`src/rtl/adder_arbiter.sv`:
```
// Round-robin arbiter that time-shares one external registered adder among N requesters.
// One operation in flight: IDLE grants, ISSUE drives the adder, CAPT samples it, RESP hands back.
module adder_arbiter #(
   parameter int W   = 8,
   parameter int N   = 4,
   parameter int IDW = 2,
   parameter int CW  = 16
) (
   input  logic                   clk,
   input  logic                   rst,
   input  logic [N-1:0]           req_valid,
   output logic [N-1:0]           req_ready,
   input  logic [N*(2*W+1)-1:0]   req_opnd,
   output logic [2*W:0]           add_ins,
   input  logic [W+1:0]           add_sm_r,
   input  logic                   add_zero_r,
   output logic                   rsp_valid,
   input  logic                   rsp_ready,
   output logic [IDW-1:0]         rsp_id,
   output logic [W+1:0]           rsp_sum,
   output logic                   rsp_zero,
   output logic                   busy,
   output logic [CW-1:0]          op_cnt
);

   localparam int OW = 2*W + 1;

   typedef enum logic [1:0] {IDLE, ISSUE, CAPT, RESP} state_e;

   state_e          state_q, state_d;
   logic [IDW-1:0]  ptr_q, ptr_d;
   logic [IDW-1:0]  id_q, id_d;
   logic [OW-1:0]   op_q, op_d;
   logic [IDW-1:0]  rsp_id_q, rsp_id_d;
   logic [W+1:0]    rsp_sum_q, rsp_sum_d;
   logic            rsp_zero_q, rsp_zero_d;
   logic [CW-1:0]   op_cnt_q, op_cnt_d;

   logic [IDW-1:0]  grant;
   logic [IDW-1:0]  idx;
   logic            grant_vld;

   // Walk downward from ptr+N to ptr+1 so the candidate closest after ptr is assigned last and wins.
   always_comb begin
      grant     = ptr_q;
      grant_vld = 1'b0;
      idx       = '0;
      for (int k = N; k >= 1; k--) begin
         idx = IDW'((int'(ptr_q) + k) % N);
         if (req_valid[idx]) begin
            grant     = idx;
            grant_vld = 1'b1;
         end
      end
   end

   always_comb begin
      // NOTE: every output of this block gets a default first, so no path can infer a latch.
      state_d    = state_q;
      ptr_d      = ptr_q;
      id_d       = id_q;
      op_d       = op_q;
      rsp_id_d   = rsp_id_q;
      rsp_sum_d  = rsp_sum_q;
      rsp_zero_d = rsp_zero_q;
      op_cnt_d   = op_cnt_q;
      req_ready  = '0;
      unique case (state_q)
         IDLE: begin
            if (grant_vld && !rst) begin
               req_ready[grant] = 1'b1;
               op_d             = req_opnd[int'(grant)*OW +: OW];
               id_d             = grant;
               ptr_d            = grant;
               state_d          = ISSUE;
            end
         end
         ISSUE: state_d = CAPT;
         CAPT: begin
            rsp_sum_d  = add_sm_r;
            rsp_zero_d = add_zero_r;
            rsp_id_d   = id_q;
            state_d    = RESP;
         end
         RESP: begin
            if (rsp_ready) begin
               op_cnt_d = op_cnt_q + 1'b1;
               state_d  = IDLE;
            end
         end
      endcase
   end

   // NOTE: state registers use non-blocking assignments so every flop samples pre-edge values.
   always_ff @(posedge clk) begin
      if (rst) begin
         state_q    <= IDLE;
         ptr_q      <= IDW'(N - 1);
         id_q       <= '0;
         op_q       <= '0;
         rsp_id_q   <= '0;
         rsp_sum_q  <= '0;
         rsp_zero_q <= 1'b0;
         op_cnt_q   <= '0;
      end else begin
         state_q    <= state_d;
         ptr_q      <= ptr_d;
         id_q       <= id_d;
         op_q       <= op_d;
         rsp_id_q   <= rsp_id_d;
         rsp_sum_q  <= rsp_sum_d;
         rsp_zero_q <= rsp_zero_d;
         op_cnt_q   <= op_cnt_d;
      end
   end

   assign add_ins   = op_q;
   assign rsp_valid = (state_q == RESP);
   assign busy      = (state_q != IDLE);
   assign rsp_id    = rsp_id_q;
   assign rsp_sum   = rsp_sum_q;
   assign rsp_zero  = rsp_zero_q;
   assign op_cnt    = op_cnt_q;

endmodule
```
`config.mk`:
```
export PLATFORM = sky130hd
export DESIGN_NAME = adder_arbiter
export DESIGN_NICKNAME = d
export VERILOG_FILES = /design/src/rtl/adder_arbiter.sv
export SDC_FILE = /design/constraint.sdc
export NUM_CORES = 1
export LEC_CHECK = 0
export ABC_CLOCK_PERIOD_IN_PS = 1560
export CAP_MARGIN = 20
export CORE_AREA = 8 8 95 97
export DETAILED_ROUTE_END_ITERATION = 10
export DIE_AREA = 0 0 103 105
export PLACE_DENSITY_LB_ADDON = 0.12
export REMOVE_ABC_BUFFERS = 1
export SLEW_MARGIN = 40
export SYNTH_ARGS = -nofsm -noshare
export SYNTH_HDL_FRONTEND = slang
export SYNTH_SLANG_ARGS = --single-unit
export TNS_END_PERCENT = 30
```
`constraint.sdc`:
```
create_clock -name clk -period 1.56 [get_ports clk]
set_clock_uncertainty 0.05 [all_clocks]
set_input_delay 0.312 -clock clk [delete_from_list [all_inputs] [get_ports clk]]
set_output_delay 0.312 -clock clk [all_outputs]
set_load 0.1 [all_outputs]
```
# --- Word-level counts from Yosys, hierarchy flattened ---
# Cells that the tools add are included.
classes:
  n_addsub: 5
  multipliers: 1
  magnitude_cmp: 6
  eq_ne: 5
  n_shift: 1
  n_mux: 23
  reduce_logical: 8
ops:
  columns: ["cell", "count"]
  rows:
  - ["68-bit by 8-bit indexed part select with 17-bit output", 1]
  - ["16-bit by 1-bit adder with 16-bit output (second input constant)", 1]
  - ["2-bit by 3-bit < comparator with 1-bit output (second input constant)", 5]
  - ["2-bit two-way mux", 6]
  - ["1-bit two-way mux", 9]
  - ["1-bit binary-select mux with 2-bit select", 4]
  - ["4-bit two-way mux", 2]
  - ["2-bit case mux with 4 select lines", 1]
  - ["2-bit by 5-bit multiplier with 7-bit output (second input constant)", 1]
  - ["2-bit AND reduction", 3]
  - ["2-bit by 1-bit adder with 2-bit output (second input constant)", 2]
  - ["2-bit adder (second input constant)", 2]
  - ["2-bit equality test (second input constant)", 2]
  - ["1-bit demux with 2-bit select", 1]
  - ["2-bit by 1-bit equality test with 1-bit output (second input constant)", 1]
  - ["2-bit by 1-bit greater-or-equal comparator with 1-bit output (second input constant)", 1]
  - ["1-bit logical AND", 2]
  - ["2-bit logical NOT", 1]
  - ["2-bit by 1-bit inequality test with 1-bit output (second input constant)", 1]
  - ["2-bit inequality test (second input constant)", 1]
  - ["2-bit nonzero test", 1]
  - ["1-bit logical NOT", 1]
word_totals:
  regBits: 52
  in_bits: 86
  output_inout_bits: 52
  elab_cells: 57

# --- Depth between registers and ports, before layout ---
# Gate-level depths: netlist of run 1.
logic_depth:
  word_depth: 13
  ltp_mapped: 8

# --- Least setup slack after synthesis of run 1 ---
# No wires, ideal clock.
synth_path:
  kind: "reg-to-output"
  startpoint: "register ptr_q[1]"
  endpoint: "output req_ready[0]"
  arrival_time_ns: 2.492
  t_required_ns: 1.198
  path_slack_ns: -1.294
  path_stages_with_launch: 9
  cell_sequence: "dfxtp_1 -> buf_6 -> mux2i_1 -> nor2_1 -> a221oi_2 -> buf_6 -> buf_12 -> inv_2 -> nor2_1"
synth_between:
  elab_chain_len: 13
synth_lines:
  columns: ["item", "line", "source"]
  rows:
  - ["start, declared", "31", "logic [IDW-1:0] ptr_q, ptr_d;"]
  - ["start signal, assigned", "98", "ptr_q <= IDW'(N - 1);"]
  - ["start signal, assigned", "107", "ptr_q <= ptr_d;"]
  - ["2-bit by 1-bit adder with 2-bit output", "49", "idx = IDW'((int'(ptr_q) + k) % N);"]
  - ["1-bit binary-select mux with 2-bit select", "50", "if (req_valid[idx]) begin"]
  - ["1-bit two-way mux (not written as such)", "50", null]
  - ["2-bit two-way mux (4 in a row)", "50", null]
  - ["2-bit by 3-bit < comparator with 1-bit output (not written as such) or 2-bit by 1-bit greater-or-equal comparator with 1-bit output (tied branches)", "71", "req_ready[grant] = 1'b1;"]
  - ["1-bit logical AND (not written as such)", "71", null]
  - ["1-bit two-way mux (not written as such)", "71", null]
  - ["1-bit demux with 2-bit select", "71", null]
  - ["4-bit two-way mux (*)", "70", "if (grant_vld && !rst) begin"]
  - ["4-bit two-way mux (*)", "68", "unique case (state_q)"]
  - ["end, declared", "12", "output logic [N-1:0] req_ready,"]
# Mark *: on every way between the ends. The rest lies on a longest branch, timed or not. The select of a mux whose other input is x is not followed.

# --- Worst setup path after layout of run 1 ---
layout_path:
  startpoint: "register state_q[1]"
  endpoint: "output req_ready[2]"
layout_between:
  elab_chain_len: 2
layout_lines:
  columns: ["item", "line", "source"]
  rows:
  - ["start, declared", "30", "state_e state_q, state_d;"]
  - ["start signal, assigned", "106", "state_q <= state_d;"]
  - ["2-bit logical NOT", "68", null]
  - ["4-bit two-way mux", "68", null]
# No other way between the ends.

==> flow_summary.json, run 1 <==
{
  "outcome": "finished with violations",
  "violations": "negative setup slack",
  "synth_enable_flop_cells": 0,
  "avgViaCountPerCell": 4.89,
  "timing.final.crit_share_pct": 132,
  "cp_max_fo": 4,
  "layout.area.seq_um2": 1050,
  "gr-total-overflow": 0,
  "antenna_found_initial": 0,
  "min_period_ns": 2.06,
  "yosys_reg_bits": 52,
  "floorplan.initialDensity_pct": 34.8,
  "die_width_um": 103,
  "yosys.area_share.simple_pct": 14.8,
  "gp_routability_congestion": 0.822,
  "grt_pass1_vias": 2913,
  "yosysTopAreaCell": "sky130_fd_sc_hd__dfxtp_1",
  "report.final.slew_viol_count": 0,
  "final-hold-violation-count": 0,
  "cts_num_sinks": 52,
  "cp_data_required_time_ns": 1.20,
  "total_leakage_power_nw": 2.12,
  "synthFlopType": "sky130_fd_sc_hd__dfxtp_1",
  "layout_setup_ws_ns": -0.495,
  "synth.top_cell.area_share_pct": 39.7,
  "numPortBuffers": 137,
  "root_buffer": "sky130_fd_sc_hd__clkbuf_8",
  "ios": 138,
  "power_density_over_the_cells_nw_per_um2": 1680,
  "dp_hpwl_mm": 7.24,
  "clk_pin_slew_ns": 0.11,
  "clock_path_buffers": 2,
  "areaGrowthSynthToFinish_pct": 108,
  "worst_ep_arrival_time_ns": 1.69,
  "rsz0062_at_grt": "true",
  "final_nets": 544,
  "achievable-frequency_mhz": 487,
  "htreeDepth": 2,
  "power.total_mw": 9.14,
  "synth.yosys.warnings": 0,
  "area_enclosed_by_the_die_boundary_um2": 10800,
  "clock_buffers_created_by_tritoncts": 5,
  "synth-async-reset-ratio_pct": 0,
  "antennaDiodeCount": 0,
  "setup_viol": 28,
  "synth-seq-area-share_pct": 39.7,
  "grt_pass1_wl_mm": 14.7,
  "die_h_um": 105,
  "grt_start_max_net_pins": 32,
  "synth_top_family_by_area": "multiplexers",
  "number_of_vias_after_detailed_routing": 2721,
  "netlist_top_cells_area": "sky130_fd_sc_hd__dfxtp_1 40%, sky130_fd_sc_hd__mux2i_1 19%, sky130_fd_sc_hd__o221ai_2 9.2%",
  "synth_xor_xnor_area_share_pct": 4.01,
  "mappedNetlistArea_um2": 2620,
  "drt_first_pass_iters": 4,
  "max-vdd-ir-drop_mv": 0.967,
  "area_of_the_multi_input_gates_um2": 1670,
  "placementRows": 32,
  "tritoncts": "done",
  "hold_path.class": "reg -> reg",
  "detail_route.wl_per_cell_um": 17.6,
  "muxShareOfSynthArea_pct": 18.7,
  "synthesis.area_per_instance_um2": 9.82,
  "unique_cell_type_count_in_the_yosys_netlist": 36,
  "layout.core_utilization_pct": 72.4,
  "most_frequent_cells_after_synthesis": "52 x sky130_fd_sc_hd__dfxtp_1, 49 x sky130_fd_sc_hd__mux2i_1, 33 x sky130_fd_sc_hd__nor2_1",
  "detail-route-antenna-nets": 0,
  "synth.most_common_cell": "sky130_fd_sc_hd__dfxtp_1",
  "final_layout_size_suffix_gt1_share_pct": 39.3,
  "fin_worst_hold_slack_ns": 0.464,
  "cts_hold_buf": 0,
  "worst-setup-path-type": "reg -> out",
  "floorplan.core_area_um2": 7530,
  "fillCellCount": 577,
  "slew_headroom_pct": 78.0,
  "worst_setup_path_start_kind": "flop",
  "place_inst": 535,
  "crit_path_end_kind": "output port",
  "timing.setup.tns_ns": -8.97,
  "stdcell_count": 557,
  "drc_errors": 0,
  "wirelength_mm": 9.82,
  "maxCapViolCount": 0,
  "max_slew.worst_pin.slew_ns": 0.330,
  "clkLatencyLatePin_ns": 0.30,
  "syn-instance-count": 267,
  "synth_compound_area_share_pct": 14.7,
  "globalRouteTotalUtil_pct": 17.0,
  "drt_iter0_drc": 44,
  "synth_fa_ha_area_share_pct": 1.91
}
[metal layers]
layer / up-vias / GRT usage [%] / wire length [um]
met4: 0 / 2.79 / 42
met2: 100 / 31.5 / 4920
li1: 1318 / - / -
met5: - / 0 / 0
met1: 1299 / 17.6 / 3850
met3: 4 / 6.64 / 1010
[final timing paths]
kind | from | endpoint | slack, ns | cells past startpoint
min | id_q[1]$_SDFFE_PP0P_ | id_q[1]$_SDFFE_PP0P_ | 0.46 | 2
max reg2reg | ptr_q[1]$_SDFFE_PP1P_ | add_ins[6]$_SDFFE_PP0P_ | -0.43 | 8
max | state_q[1]$_SDFFE_PP0P_ | req_ready[2] | -0.50 | 7
min reg2reg | id_q[1]$_SDFFE_PP0P_ | id_q[1]$_SDFFE_PP0P_ | 0.46 | 2
[layout by cell type, fill, tap and decap left out, types with 3 or more instances in the layout]
master	instances
sky130_fd_sc_hd__mux2i_1	32
sky130_fd_sc_hd__a21oi_1	5
sky130_fd_sc_hd__nor2_4	5
sky130_fd_sc_hd__or3_1	4
sky130_fd_sc_hd__clkbuf_8	6
sky130_fd_sc_hd__nor2_2	3
sky130_fd_sc_hd__nand4_1	4
sky130_fd_sc_hd__nand3_1	5
sky130_fd_sc_hd__mux2i_4	7
sky130_fd_sc_hd__xor2_1	6
sky130_fd_sc_hd__xnor2_1	6
sky130_fd_sc_hd__inv_1	8
sky130_fd_sc_hd__nand2_1	23
sky130_fd_sc_hd__mux2i_2	10
sky130_fd_sc_hd__clkdlybuf4s50_1	81
sky130_fd_sc_hd__o21ai_0	5
sky130_fd_sc_hd__nor2_1	27
sky130_fd_sc_hd__buf_12	58
sky130_fd_sc_hd__dlygate4sd2_1	4
sky130_fd_sc_hd__o221ai_2	16
sky130_fd_sc_hd__dfxtp_1	49
sky130_fd_sc_hd__buf_4	48
[through the flow]
step	instance area, um2	worst slack (ns)
2_1_floorplan	2500	-3.13
3_3_place_gp	4930	-0.684
3_5_place_dp	4930	-0.771
4_1_cts	5220	-0.500
5_1_grt	5450	-0.602
6_report	5450	-0.495
[worst max-delay path, stage by stage, from the launching register on]
cell                      delay, ns
sky130_fd_sc_hd__dfxtp_2       0.33
sky130_fd_sc_hd__inv_1         0.09
sky130_fd_sc_hd__ha_4          0.15
sky130_fd_sc_hd__o41ai_2       0.07
sky130_fd_sc_hd__nor2_2        0.28
sky130_fd_sc_hd__nand2_4       0.13
sky130_fd_sc_hd__nor2_4        0.16
sky130_fd_sc_hd__buf_12        0.18
[logic make-up after synthesis]
kind of cell               count (synthesis)
adders and majority gates                  4
AOI/OAI and AO/OA                         37
buffers and inverters                     27
DFF                                       52
and+or+nand+nor                           86
xor gates and xnor gates                  12
muxes                                     49
[where the power goes]
group / internal, mW / switching [mW]
Sequential: 1.65 / 0.302
Clock: 0.361 / 0.481
Combinational: 2.82 / 3.53
[final cells by class]
| type | count | area share, % |
|---|---|---|
| Clock inverter | 2 | 0.276 |
| Clock buffer | 6 | 1.52 |
| Tap cell | 102 | 2.34 |
| Timing Repair Buffer | 196 | 45.1 |
| Inverter | 11 | 0.850 |
| Multi-Input combinational cell | 188 | 30.6 |
| Sequential cell | 52 | 19.3 |
[sequential cells by signal, summed over array words and instances, names as in the netlist]
register  count
add_ins      17
rsp_id        2
id_q          2
rsp_sum      10
ptr_q         2
op_cnt       16
state_q       2
rsp_zero      1
[repair_timing]
item,CTS,global route
gates resized for setup,31,35
setup buffers,8,4
cloned,1,1
endpoints found under the setup margin,33,38
pin swaps,7,6
(Power assumes the default switching activity.)
==> run 2: changes to the inputs <==
Settings changed: GPL_ROUTABILITY_DRIVEN from default to 0.
==> results of run 2 <==
The final DEF is identical to that of run 1; final timing and power are the same.
